===== src/rtl/cpu_pkg.sv =====
// Shared widths and payload types for the instruction-fetch front end.
package cpu_pkg;

    localparam int unsigned INSTR_W = 32;
    localparam int unsigned ADDR_W  = 64;

    localparam logic [ADDR_W-1:0] PC_STEP = 64'd4;

    typedef struct packed {
        logic [ADDR_W-1:0]  pc;
        logic [INSTR_W-1:0] instr;
    } fetch_entry_t;

endpackage


===== src/rtl/fetch_fifo.sv =====
// Small synchronous FIFO of fetched {pc, instr} entries; flush outranks push/pop.
module fetch_fifo
    import cpu_pkg::*;
#(
    parameter int unsigned DEPTH   = 4,
    parameter type         entry_t = fetch_entry_t,
    localparam int unsigned PTR_W  = $clog2(DEPTH),
    localparam int unsigned CNT_W  = PTR_W + 1
) (
    input  logic             clk,
    input  logic             rst,
    input  logic             push,
    input  logic             pop,
    input  logic             flush,
    input  entry_t           push_data,
    output logic [CNT_W-1:0] count,
    output entry_t           head
);

    entry_t           mem [DEPTH];
    logic [PTR_W-1:0] wr_ptr;
    logic [PTR_W-1:0] rd_ptr;

    always_ff @(posedge clk or posedge rst) begin
        if (rst) begin
            wr_ptr <= '0;
            rd_ptr <= '0;
            count  <= '0;
            for (int i = 0; i < int'(DEPTH); i++) begin
                mem[i] <= '0;
            end
        end else if (flush) begin
            wr_ptr <= '0;
            rd_ptr <= '0;
            count  <= '0;
        end else begin
            if (push) begin
                mem[wr_ptr] <= push_data;
                wr_ptr      <= wr_ptr + PTR_W'(1);
            end
            if (pop) begin
                rd_ptr <= rd_ptr + PTR_W'(1);
            end
            // Simultaneous push and pop leaves the occupancy unchanged.
            case ({push, pop})
                2'b10:   count <= count + CNT_W'(1);
                2'b01:   count <= count - CNT_W'(1);
                default: count <= count;
            endcase
        end
    end

    // Head is registered storage read directly, never bypassed from push_data.
    assign head = mem[rd_ptr];

    a_no_overflow: assert property (@(posedge clk) disable iff (rst)
        !(push && !pop && !flush && (count == CNT_W'(DEPTH))));

    a_no_underflow: assert property (@(posedge clk) disable iff (rst)
        !(pop && !flush && (count == '0)));

endmodule


===== src/rtl/fetch_queue_unit.sv =====
// Fetch front end: owns the PC, issues sequential imem requests with credit
// accounting, and queues {pc, instr} pairs for decode; redirects flush everything.
module fetch_queue_unit
    import cpu_pkg::*;
#(
    parameter int unsigned       DEPTH    = 4,
    parameter logic [ADDR_W-1:0] RESET_PC = 64'd0
) (
    input  logic               clk,
    input  logic               reset,
    output logic               imem_req,
    output logic [ADDR_W-1:0]  imem_addr,
    input  logic [INSTR_W-1:0] imem_rdata,
    input  logic               redirect_valid,
    input  logic [ADDR_W-1:0]  redirect_pc,
    output logic               out_valid,
    input  logic               out_ready,
    output logic [ADDR_W-1:0]  out_pc,
    output logic [INSTR_W-1:0] out_instr
);

    localparam int unsigned CNT_W = $clog2(DEPTH) + 1;

    logic [ADDR_W-1:0] pc_q;
    logic [ADDR_W-1:0] cap_pc_q;
    logic              inflight_q;
    logic [CNT_W-1:0]  fifo_count;
    logic [CNT_W:0]    credits_used;
    logic [ADDR_W-1:0] redirect_aligned;
    logic              push;
    logic              pop;
    fetch_entry_t      push_entry;
    fetch_entry_t      head_entry;

    // Buffered entries plus the one outstanding response must fit in the FIFO.
    assign credits_used     = {1'b0, fifo_count} + (CNT_W + 1)'(inflight_q);
    assign redirect_aligned = redirect_pc & ~ADDR_W'(3);

    assign imem_req  = !reset && !redirect_valid && (credits_used < (CNT_W + 1)'(DEPTH));
    assign imem_addr = imem_req ? pc_q : '0;

    assign out_valid = (fifo_count != '0) && !redirect_valid;
    assign pop       = out_valid && out_ready;
    assign push      = inflight_q && !redirect_valid;

    assign push_entry = '{pc: cap_pc_q, instr: imem_rdata};
    assign out_pc     = head_entry.pc;
    assign out_instr  = head_entry.instr;

    // PC, in-flight flag and the pc captured for the pending response.
    always_ff @(posedge clk or posedge reset) begin
        if (reset) begin
            pc_q       <= RESET_PC;
            cap_pc_q   <= '0;
            inflight_q <= 1'b0;
        end else if (redirect_valid) begin
            pc_q       <= redirect_aligned;
            inflight_q <= 1'b0;
        end else if (imem_req) begin
            pc_q       <= pc_q + PC_STEP;
            cap_pc_q   <= pc_q;
            inflight_q <= 1'b1;
        end else begin
            inflight_q <= 1'b0;
        end
    end

    fetch_fifo #(
        .DEPTH   (DEPTH),
        .entry_t (fetch_entry_t)
    ) u_fifo (
        .clk       (clk),
        .rst       (reset),
        .push      (push),
        .pop       (pop),
        .flush     (redirect_valid),
        .push_data (push_entry),
        .count     (fifo_count),
        .head      (head_entry)
    );

endmodule


===== config.mk =====
export PLATFORM = sky130hd
export DESIGN_NAME = fetch_queue_unit
export DESIGN_NICKNAME = d
export VERILOG_FILES = /design/src/rtl/cpu_pkg.sv /design/src/rtl/fetch_fifo.sv /design/src/rtl/fetch_queue_unit.sv
export SDC_FILE = /design/constraint.sdc
export NUM_CORES = 1
export LEC_CHECK = 0
export CAP_MARGIN = 0
export CORE_MARGIN = 1.5
export CORE_UTILIZATION = 36
export CTS_CLUSTER_DIAMETER = 100
export DETAILED_ROUTE_END_ITERATION = 16
export PLACE_DENSITY = 0.66
export SYNTH_ARGS = -nofsm -noshare
export SYNTH_HDL_FRONTEND = slang
export SYNTH_SLANG_ARGS = --single-unit

===== constraint.sdc =====
create_clock -name clk -period 24.8 [get_ports clk]
set_clock_uncertainty 0.15 [all_clocks]
set_input_delay 6.2 -clock clk [delete_from_list [all_inputs] [get_ports clk]]
set_output_delay 6.2 -clock clk [all_outputs]
set_load 0.02 [all_outputs]

# Yosys cells after proc, flatten, opt, wreduce, memory -nomap -nowiden
# Index checks and enable logic that the tools add are counted.
# op_classes
muxes	17
n_reduce_logical	15
bitwise_logic	3
n_eq_ne	2
n_addsub	6
magnitude_cmp	4
# ops
operator	count
bitwise mux 384 bit	1
two-way mux 96 bit	3
binary-select mux 96 bit (select 2 bit)	1
demux 96 bit (select 2 bit)	1
two-way mux 64 bit	3
adder 64 x 3 -> 64 bit (second input constant)	1
two-way mux 2 bit	4
greater-or-equal comparator 3 bit (second input constant)	2
logical AND 1 bit	6
NOT 2 -> 3 bit	2
case mux 3 bit (2 select lines)	1
nonzero test 2 bit	3
nonzero test 3 bit	2
adder 2 x 1 -> 2 bit (second input constant)	2
adder 3 x 1 -> 4 bit	1
< comparator 4 x 3 -> 1 bit (second input constant)	1
AND reduction 2 bit	2
adder 3 x 1 -> 3 bit (second input constant)	1
< comparator 3 x 1 -> 1 bit (second input constant)	1
two-way mux 3 bit	1
subtractor 3 x 1 -> 3 bit (second input constant)	1
== test 2 x 1 -> 1 bit (second input constant)	1
== test 2 bit (second input constant)	1
zero test 1 bit	2
2 further kinds	3
# totals
elab_cells	61
inputBits	100
regBits	520
output_inout_bits	162

# Longest topological paths before layout
# Gate-level depths: netlist (run 1).
# depth
depth_word	6
depth_mapped	8
depth_no_buf	7

# By module
# From an unflattened synthesis (run 1), not the netlist that was laid out.
# unflattened
cells_unflattened	1648
hier_area_um2	24029.3
# by_module_without_submodules
mod	n_inst	cells_per_inst	seq_area_each_um2	area_per_inst_um2
fetch_fifo	1	969	9784.4	17600.6
fetch_queue_unit	1	679	3128.0	6428.7

# Worst setup path before layout (run 1)
# OpenSTA, ideal clock, no wires.
# synth_path
path_type	input port to output port
from	input reset
to	output imem_req
stages	6
path_slack_ns	10.843
required_time_ns	18.450
t_arrival_ns	7.607
n_path_buf	3
cell_sequence	a311oi_1 -> clkbuf_1 -> nand2_1 -> clkbuf_1 -> buf_1 -> inv_1
# synth_via
elab_chain_len	3
# synth_rtl
item	line_no	rtl
start: declaration	fetch_queue_unit.sv:10	input logic reset,
zero test 1 bit (no line)	--	
logical AND 1 bit (2 in a row)	fetch_queue_unit.sv:39	assign imem_req = !reset && !redirect_valid && (credits_used < (CNT_W + 1)'(DEPTH));
end: declaration	fetch_queue_unit.sv:11	output logic imem_req,
# Every way passes these cells.

# Worst setup path after layout (run 1)
# layout_path
from	input reset
to	output imem_addr[42]
# layout_via
elab_chain_len	4
# layout_rtl
item	line_no	rtl
zero test 1 bit (no line)	--	
logical AND 1 bit (2 in a row)	fetch_queue_unit.sv:39	
two-way mux 64 bit	fetch_queue_unit.sv:40	assign imem_addr = imem_req ? pc_q : '0;
end: declaration	fetch_queue_unit.sv:12	output logic [ADDR_W-1:0] imem_addr,
# Every way passes these cells.

==> results of run 1 <==
==> state kept, by name, indices dropped and copies added, names as in the netlist <==
signal / cells
u_fifo.wr_ptr: 2
u_fifo.count: 3
pc_q: 62
inflight_q: 1
cap_pc_q: 62
u_fifo.mem: 376
u_fifo.rd_ptr: 2
==> final timing paths <==
kind	startpoint	end	cells after the start
min in group asynchronous	reset	pc_q[61]	2
setup reg to reg	inflight_q	pc_q[39]	6
setup / recovery	reset	imem_addr[42]	7
max in group asynchronous	reset	u_fifo.mem[345]	4
hold / removal	u_fifo.mem[233]	u_fifo.mem[233]	1
hold reg to reg	u_fifo.mem[233]	u_fifo.mem[233]	1
==> critical path: stages <==
cell             delay (ps)
clkdlybuf4s50_1         560
a311oi_4                250
buf_4                   630
nand2_4                 210
buf_4                   480
nor2_1                  320
clkdlybuf4s50_1         650
==> layer usage <==
| metal | GRT usage | vias up |
|---|---|---|
| li1 | - | 6414 |
| met1 | 0.241 | 7583 |
| met2 | 0.299 | 358 |
| met3 | 0.0504 | 97 |
| met4 | 0.0575 | 10 |
| met5 | 0 | - |
==> power groups by stage <==
| stage | logic, mW | registers, mW | clock network [mW] |
|---|---|---|---|
| floorplan | 0.595 | 1.15 | 0 |
| global placement | 0.908 | 1.20 | 0 |
| detailed placement | 0.924 | 1.22 | 0 |
| CTS | 0.928 | 1.21 | 0.877 |
| global route | 0.973 | 1.24 | 0.907 |
| finish | 0.915 | 1.20 | 0.852 |
==> cells by family (layout without fill, tap and decap cells) <==
family,Yosys count,after routing
adder cells (fa/ha/maj),6,6
AO/OA/AOI/OAI,145,145
buffers and inverters,138,398
AND/OR/NAND/NOR,296,296
multiplexers,476,476
other,1,11
XOR/XNOR,41,41
flip-flops,508,508
==> metrics by stage <==
stage          total power, mW  hold slack (ps)  utilization  area, um^2  setup slack, ps
2_1_floorplan             1.75              324            -       22700             4260
3_3_place_gp              2.11              331        0.420       26000             9120
3_5_place_dp              2.14              337        0.420       26000             9090
4_1_cts                   3.01              350        0.451       27900             9070
5_1_grt                   3.12              352        0.451       27900             8940
6_report                  2.97              348        0.451       27900             9090
==> Yosys cell counts, types with 5 or more instances <==
cell type  number
or3_1          12
a311o_1         7
mux4_2         94
nand4_1        24
buf_1          11
nand2_1        66
and3_1         52
xnor2_1        36
xor2_1          5
or4_1          14
dfrtp_1       508
o31ai_1         7
nor4_1         19
ha_1            5
a21o_1         63
nand3_1        27
mux2_2        378
a31oi_1        16
clkbuf_1       98
and4_1         10
nor3_1         12
o21ai_0        45
inv_1          23
nor2_1         53
==> final cells by class <==
cell class	instances	area, um^2	area share
antenna	7	17.5	0.000627
clock buffer	81	1680	0.0600
clock inverter	21	233	0.00833
inverter	23	93.8	0.00336
multi-input combinational	968	9460	0.339
sequential	508	12700	0.455
tap	837	1050	0.0375
timing repair buffer	273	2690	0.0961
==> metrics.md, run 1 <==
| Metric | Value |
|---|---|
| Status | `finished clean` |
| Tmin final | `~16000 ps` |
| Synth async-reset ratio | `1.00` |
| Area of the mapped netlist | `22600 um^2` |
| Syn_area_per_cell | `14.1 um^2` |
| Number of synthesized flops with an enable pin | `0` |
| Relative slew slack | `0.225` |
| Psw | `around 900 uW` |
| Post-synth top area cell | `dfrtp_1` |
| Initial drt markers | `between 800 and 900` |
| Routability cong. | `between 0.7 and 0.8` |
| CTS Buffer Depth | `3` |
| Switching share of power | `0.305` |
| Pwr/cell area | `~110 nW/um^2` |
| Crit Path Max Fanout | `73` |
| Cell variety after synth | `41` |
| Post-Synth XOR/XNOR Area | `0.0159` |
| Drt wl/cell | `between 20 and 25 um` |
| Pint | `2.07 mW` |
| Detailed Route WL | `59.4 mm` |
| DR pass1 iterations | `5` |
| Drt drc | `0` |
| Final setup TNS | `0 ps` |
| Mux contribution to synthesized area | `0.283` |
| Placed Cells | `between 2000 and 3000` |
| Final setup viols | `0` |
| DP HPWL | `37.1 mm` |
| Cts-stage hold buffer count | `0` |
| Flop pwr share | `0.405` |
| Die height | `roughly 250 um` |
| Vias in the first global route | `around 15000` |
| Top Ports | `approximately 260` |
| RSZ-0062 raised after global routing | `no` |
| Max_cap viols | `0` |
| Core area | `about 62000 um^2` |
| Pleak | `~13 nW` |
| Final net count | `about 1900` |
| DIE AREA | `about 64000 um^2` |
| HP Class | `reg -> reg` |
| Root buf cell | `clkbuf_16` |
| Reg2Reg Setup Slack | `~21000 ps` |
| WL met2 | `~28 mm` |
| CTS buffer count | `56` |
| Clk sinks | `~510` |
| Initial Util | `0.366` |
| Yosys top cell area share | `0.561` |
| Chip Width | `roughly 250 um` |
| Area Overhead vs Synth | `23.3%` |
| Share of cells above drive strength 1 | `0.319` |
| Critical path endpoint category | `output pin` |
| Clock power frac | `0.287` |
| CTS H-tree lvls | `2` |
| Worst slew pin tran | `around 1200 ps` |
| WP data required | `18450 ps` |
| Finished Layout Cells | `approximately 2700` |
| Final Hold Vio Count | `0` |
| Fin crit share | `0.634` |
| Top sig layer | `met5` |
| Maximum vdd ir drop | `approximately 0.065 mV` |
| Yosys synthesis warning count | `0` |
| Kind of critical path | `in -> out` |
| CTS tree | `built` |
| Post-synthesis sequential area ratio | `0.561` |
| Remaining Overflow, GRT | `0` |
| Worst-path clk slew | `60 ps` |
| Port Buffers | `255` |
| Final Slew Violations | `0` |
| Maximum clock frequency | `roughly 0.064 GHz` |
| Via count | `14462` |
| Post-CTS Setup Bufs | `0` |
| Worst skew pair latency | `620 ps` |
| Simple-gate area share of the yosys netlist | `0.0687` |
| Initial antenna violation count | `11` |
| Cts repair resizes | `0` |
| First-pass GRT wire length | `~91 mm` |
| Synth Area in Adders | `0.00365` |
| Vias/cell | `between 5 and 6` |
| Synth Area in Compound Gates | `0.0433` |
| Synth Flop Type | `dfrtp_1` |
| Worst setup SP type | `input pin` |
| Commonest cells after routing, fill and taps aside | `506 x dfrtp_1, 378 x mux2_2, 254 x clkdlybuf4s50_1` |
| Maximum number of pins on one net before global-route repair | `124` |
| Worst EP arrival | `between 9000 and 10000 ps` |
| Comb pwr share | `0.308` |
| Post-route ant nets | `0` |
| Cell row count | `between 90 and 100` |
| Largest family of logic cells by synthesized area | `multiplexers` |
| Commonest non-fill, non-tap cell in the layout | `dfrtp_1` |
| Cells after Synth | `1611` |
| FILL cells | `approximately 5600` |
| M1 wire length | `~26 mm` |
| Metal3 WL | `3.82 mm` |
| Flops & latches, synth | `508` |
| Overall routing resource usage | `0.185` |
| Synth area leaders | `dfrtp_1 56%, mux2_2 19%, mux4_2 9.3%` |
Note: power is estimated with default switching activity, not from simulation.
==> run 2: changes to the inputs <==
clock period = 16.5 ns   (was 24.8 ns; I/O delays follow)
==> metrics.md, run 2 (synthesis results as in run 1) <==
| Metric | Value |
|---|---|
| Status | `finished clean` |
| Cell chain of the critical path | `clkdlybuf4s50_1 -> a311oi_4 -> buf_4 -> nand2_4 -> buf_4 -> nor2_1 -> clkdlybuf4s50_1` |
| Worst EP arrival | `7320 ps (-2040 ps)` |
| CTS H-tree lvls | `2 (unchanged)` |
| Crit Path Max Fanout | `58 (-21%)` |
| Drt wl/cell | `22.1 um (+1.1%)` |
| Commonest cells after routing, fill and taps aside | `506 x dfrtp_1, 378 x mux2_2, 254 x clkdlybuf4s50_1` |
| Root buf cell | `clkbuf_16` |
| Cell depth of the worst setup path | `7 (unchanged)` |
| Post-route ant nets | `0 (unchanged)` |
| Initial antenna violation count | `6 (-5)` |
| Cell row count | `91 (unchanged)` |
| Worst path slowest cell | `buf_4` |
| DP HPWL | `37.1 mm (about the same)` |
| Overall routing resource usage | `0.186 (+0.00167)` |
| Final setup TNS | `0 ps (unchanged)` |
| Critical path endpoint category | `output pin` |
| Vias/cell | `5.33 (+0.14%)` |
| Clk sinks | `508 (unchanged)` |
| Max_cap viols | `0 (unchanged)` |
| Sum of buffers and inverters on the critical path | `4 (unchanged)` |
| Relative slew slack | `0.241 (+0.0157)` |
| Top Ports | `262 (unchanged)` |
| Initial drt markers | `867 (+0.23%)` |
| Share of cells above drive strength 1 | `0.316 (-0.00211)` |
| Reg2Reg Setup Slack | `12750 ps (-8450 ps)` |
| Final Slew Violations | `0 (unchanged)` |
| Maximum vdd ir drop | `0.109 mV (+69%)` |
| Final setup viols | `0 (unchanged)` |
| Final core utilization | `0.451 (about the same)` |
| Worst r2r dst | `pc_q[39]` |
| Post-CTS Setup Bufs | `0 (unchanged)` |
| Via count | `14466 (+0.028%)` |
| CTS Buffer Depth | `3 (unchanged)` |
| Routability cong. | `0.747 (-1.1%)` |
| HP Class | `reg -> reg` |
| Launch point of the critical path | `reset` |
| Design area | `27900 um^2 (about the same)` |
| Kind of critical path | `in -> out` |
| CTS buffer count | `56 (unchanged)` |
| Maximum clock frequency | `around 0.086 GHz` |
| Worst skew pair latency | `610 ps (about the same)` |
| Detailed Route WL | `60.0 mm (+0.94%)` |
| Worst-path clk slew | `60 ps (about the same)` |
| Worst setup SP type | `input pin` |
| Largest register FFs | `376 (unchanged)` |
| End of the critical path | `imem_addr[23]` |
| Chip Width | `254 um (unchanged)` |
| CTS tree | `built` |
| Commonest non-fill, non-tap cell in the layout | `dfrtp_1` |
| Maximum number of pins on one net before global-route repair | `189 (+52%)` |
| Tmin final | `around 12000 ps` |
| DIE AREA | `64400 um^2 (unchanged)` |
| Cts-stage hold buffer count | `0 (unchanged)` |
| First-pass GRT wire length | `91.7 mm (+0.83%)` |
| Fin crit share | `0.703` |
| WP data required | `12230 ps (-6220 ps)` |
| Placed inst area | `26000 um^2 (about the same)` |
| Final net count | `1937 (+0.052%)` |
| Critical path's top delay family | `buffers and inverters` |
| Cts repair resizes | `0 (unchanged)` |
| R2R depth | `6 (unchanged)` |
| Vias in the first global route | `15310 (+0.45%)` |
| Pleak | `12.7 nW (about the same)` |
| Biggest register | `u_fifo.mem` |
| Core area | `61900 um^2 (unchanged)` |
| Worst slew pin tran | `1140 ps (-23.6 ps)` |
| DR pass1 iterations | `6 (+1)` |
| Port Buffers | `255 (unchanged)` |
| Area occupied by multi-input gates | `9460 um^2 (unchanged)` |
| Power Total | `4.48 mW (+51%)` |
| Drt drc | `0 (unchanged)` |
| FILL cells | `5577 (-0.14%)` |
| Initial Util | `0.366 (unchanged)` |
| Reg-to-Reg Start | `inflight_q` |
| FF+latch area | `12700 um^2 (unchanged)` |
| Remaining Overflow, GRT | `0 (unchanged)` |
| Die height | `254 um (unchanged)` |
| Area Overhead vs Synth | `23.4% (about the same)` |
| RSZ-0062 raised after global routing | `no` |
| Largest regs | `u_fifo.mem (376), cap_pc_q (62), pc_q (62)` |
| Slowest stage delay, CP | `640 ps (about the same)` |
| Final Hold Vio Count | `0 (unchanged)` |
| Worst Min Path Start | `u_fifo.mem[262]` |
| Pwr/cell area | `160 nW/um^2 (+51%)` |
run 2: power breakdown:
group,switching [mW],internal (mW)
clock network,0.514,0.779
registers,0.244,1.57
logic,0.601,0.766
total,1.36,3.12
run 2: final cells by class:
class	instances	area share
Sequential cell	508	0.455
Multi-Input combinational cell	968	0.339
Timing Repair Buffer	274	0.0968
Clock buffer	86	0.0603
Tap cell	837	0.0375
Clock inverter	18	0.00828
Inverter	23	0.00322
Antenna cell	1	0.0000896
run 2: worst min path at each step:
stage | end | slack [ps] | cells after the start
after floorplan | u_fifo.mem[127] | 320 | 1
after global placement | u_fifo.mem[273] | 330 | 1
after detailed placement | u_fifo.mem[253] | 340 | 1
after CTS | u_fifo.mem[253] | 350 | 1
after global routing | u_fifo.mem[195] | 350 | 1
final | u_fifo.mem[262] | 350 | 1
run 2: stage by stage:
step | worst slack, ps | cells | hold WS (ps)
global placement | 4930 | 2610 | 331
CTS | 4850 | 2714 | 350
floorplan | 5330 | 1614 | 324
global route | 4700 | 2715 | 354
finish | 4900 | 2715 | 348
detailed placement | 4870 | 2610 | 337
run 2: routing by layer:
layer / vias to the layer above / track usage / wire length [um]
li1: 6384 / - / -
met1: 7668 / 0.245 / 26400
met2: 329 / 0.309 / 28700
met3: 75 / 0.0475 / 3740
met4: 10 / 0.0400 / 1030
met5: - / 0 / 67
==> run 3: changes to the inputs <==
clock period = 11.35 ns   (was 16.5 ns; I/O delays follow)
==> metrics.md, run 3 (synthesis results as in run 1) <==
| Metric | Value |
|---|---|
| Status | `finished clean` |
| Hold_ws | `349 ps (+1.52 ps)` |
| Detailed Route WL | `59.9 mm (-0.17%)` |
| Chip Width | `254 um (unchanged)` |
| Final setup viols | `0 (unchanged)` |
| Final Hold Vio Count | `0 (unchanged)` |
| CTS H-tree lvls | `2 (unchanged)` |
| Via count | `14478 (+0.083%)` |
| Critical path's top delay family | `buffers and inverters` |
| Final setup TNS | `0 ps (unchanged)` |
| WP data required | `8360 ps (-3870 ps)` |
| First-pass GRT wire length | `91.7 mm (about the same)` |
| Die height | `254 um (unchanged)` |
| FF+latch area | `12700 um^2 (unchanged)` |
| Sum of buffers and inverters on the critical path | `3 (-1)` |
| Design area | `28100 um^2 (+0.72%)` |
| Cts-stage hold buffer count | `0 (unchanged)` |
| Placed inst area | `26000 um^2 (about the same)` |
| Worst path slowest cell | `clkdlybuf4s50_1` |
| CTS tree | `built` |
| Power Total | `6.68 mW (+49%)` |
| Clk sinks | `508 (unchanged)` |
| Vias in the first global route | `15325 (+0.098%)` |
| DIE AREA | `64400 um^2 (unchanged)` |
| Maximum vdd ir drop | `0.152 mV (+40%)` |
| Area occupied by multi-input gates | `9460 um^2 (unchanged)` |
| Area Overhead vs Synth | `24.3%` |
| Core area | `61900 um^2 (unchanged)` |
| Relative slew slack | `0.221 (-0.0198)` |
| Commonest non-fill, non-tap cell in the layout | `dfrtp_1` |
| Post-CTS Setup Bufs | `0 (unchanged)` |
| Slowest stage delay, CP | `760 ps (+120 ps)` |
| Routability cong. | `0.766 (+2.5%)` |
| Fin crit share | `0.737` |
| Maximum number of pins on one net before global-route repair | `192 (+1.6%)` |
| Initial antenna violation count | `9 (+3)` |
| FILL cells | `5522 (-0.99%)` |
| Remaining Overflow, GRT | `0 (unchanged)` |
| Final Slew Violations | `0 (unchanged)` |
| Cts repair resizes | `0 (unchanged)` |
| Setup Slack @ Placement | `3020 ps (-1850 ps)` |
| Reg2Reg Setup Slack | `7530 ps (-5220 ps)` |
| Worst-path clk slew | `60 ps (about the same)` |
| Port Buffers | `255 (unchanged)` |
| CTS buffer count | `56 (unchanged)` |
| Tmin final | `~8400 ps` |
| HP Class | `reg -> reg` |
| Kind of critical path | `in -> out` |
| Cell row count | `91 (unchanged)` |
| Crit Path Max Fanout | `57 (-1.7%)` |
| Worst slew pin tran | `1170 ps (+29.7 ps)` |
| Final net count | `1936 (-0.052%)` |
| Crit path top cell by count | `clkdlybuf4s50_1` |
| Maximum clock frequency | `~0.12 GHz` |
| Overall routing resource usage | `0.187 (+0.000522)` |
| Cell chain of the critical path | `clkdlybuf4s50_1 -> a311oi_4 -> buf_4 -> and3_1 -> clkdlybuf4s50_1` |
| Biggest register | `u_fifo.mem` |
| Critical path endpoint category | `output pin` |
| Largest regs | `u_fifo.mem (376), cap_pc_q (62), pc_q (62)` |
| Worst EP arrival | `5380 ps (-1940 ps)` |
| Initial drt markers | `865 (-0.23%)` |
| Drt wl/cell | `22.0 um (-0.21%)` |
| Post-route ant nets | `0 (unchanged)` |
| DR pass1 iterations | `5 (-1)` |
| RSZ-0062 raised after global routing | `no` |
| Top Ports | `262 (unchanged)` |
| Root buf cell | `clkbuf_16` |
| Vias/cell | `5.33 (about the same)` |
| Pleak | `12.8 nW (+0.72%)` |
| Drt drc | `0 (unchanged)` |
| Setup WS post-layout | `2980 ps (-1920 ps)` |
| Largest register FFs | `376 (unchanged)` |
| Worst skew pair latency | `620 ps (about the same)` |
| Initial Util | `0.366 (unchanged)` |
| Share of cells above drive strength 1 | `0.320 (+0.00356)` |
| CTS Buffer Depth | `3 (unchanged)` |
| Commonest cells after routing, fill and taps aside | `506 x dfrtp_1, 378 x mux2_2, 254 x clkdlybuf4s50_1` |
| DP HPWL | `37.0 mm (-0.37%)` |
| Pwr/cell area | `238 nW/um^2 (+48%)` |
| Worst setup SP type | `input pin` |
| Max_cap viols | `0 (unchanged)` |
run 3: report_power, final:
part | total (mW) | switching, mW | internal (mW)
combinational | 2.00 | 0.881 | 1.12
clock | 2.05 | 0.767 | 1.29
sequential | 2.63 | 0.349 | 2.29
run 3: metrics by stage:
step                 util  cells
finish              0.454   2716
global route        0.454   2716
CTS                 0.454   2715
detailed placement  0.420   2609
global placement    0.420   2609
floorplan               -   1614
run 3: path summary, 6_finish.rpt:
path	start	end	depth (start not counted)
min in group asynchronous	reset	cap_pc_q[62]	3
min reg2reg	u_fifo.mem[56]	u_fifo.mem[56]	1
max reg2reg	inflight_q	pc_q[39]	6
max in group asynchronous	reset	cap_pc_q[5]	4
max	reset	imem_addr[63]	5
min	u_fifo.mem[56]	u_fifo.mem[56]	1
run 3: cell type report:
type	count	area share
Sequential cell	508	0.452
Clock buffer	79	0.0586
Timing Repair Buffer	273	0.0963
Antenna cell	1	0.0000889
Clock inverter	27	0.0165
Inverter	23	0.00320
Tap cell	837	0.0372
Multi-Input combinational cell	968	0.336
run 3: worst reg2reg max path: stages (launching register included):
cell      delay, ps
dfrtp_1         550
a311oi_4        350
buf_4           630
nand3_1         750
nor2_1          770
a41oi_1         210
a221o_1         290
run 3: metal layers:
layer	GRT usage	vias up	routed length, um
li1	-	6403	-
met1	0.238	7610	25500
met2	0.306	337	28400
met3	0.0559	112	4190
met4	0.0573	16	1670
met5	0	-	99
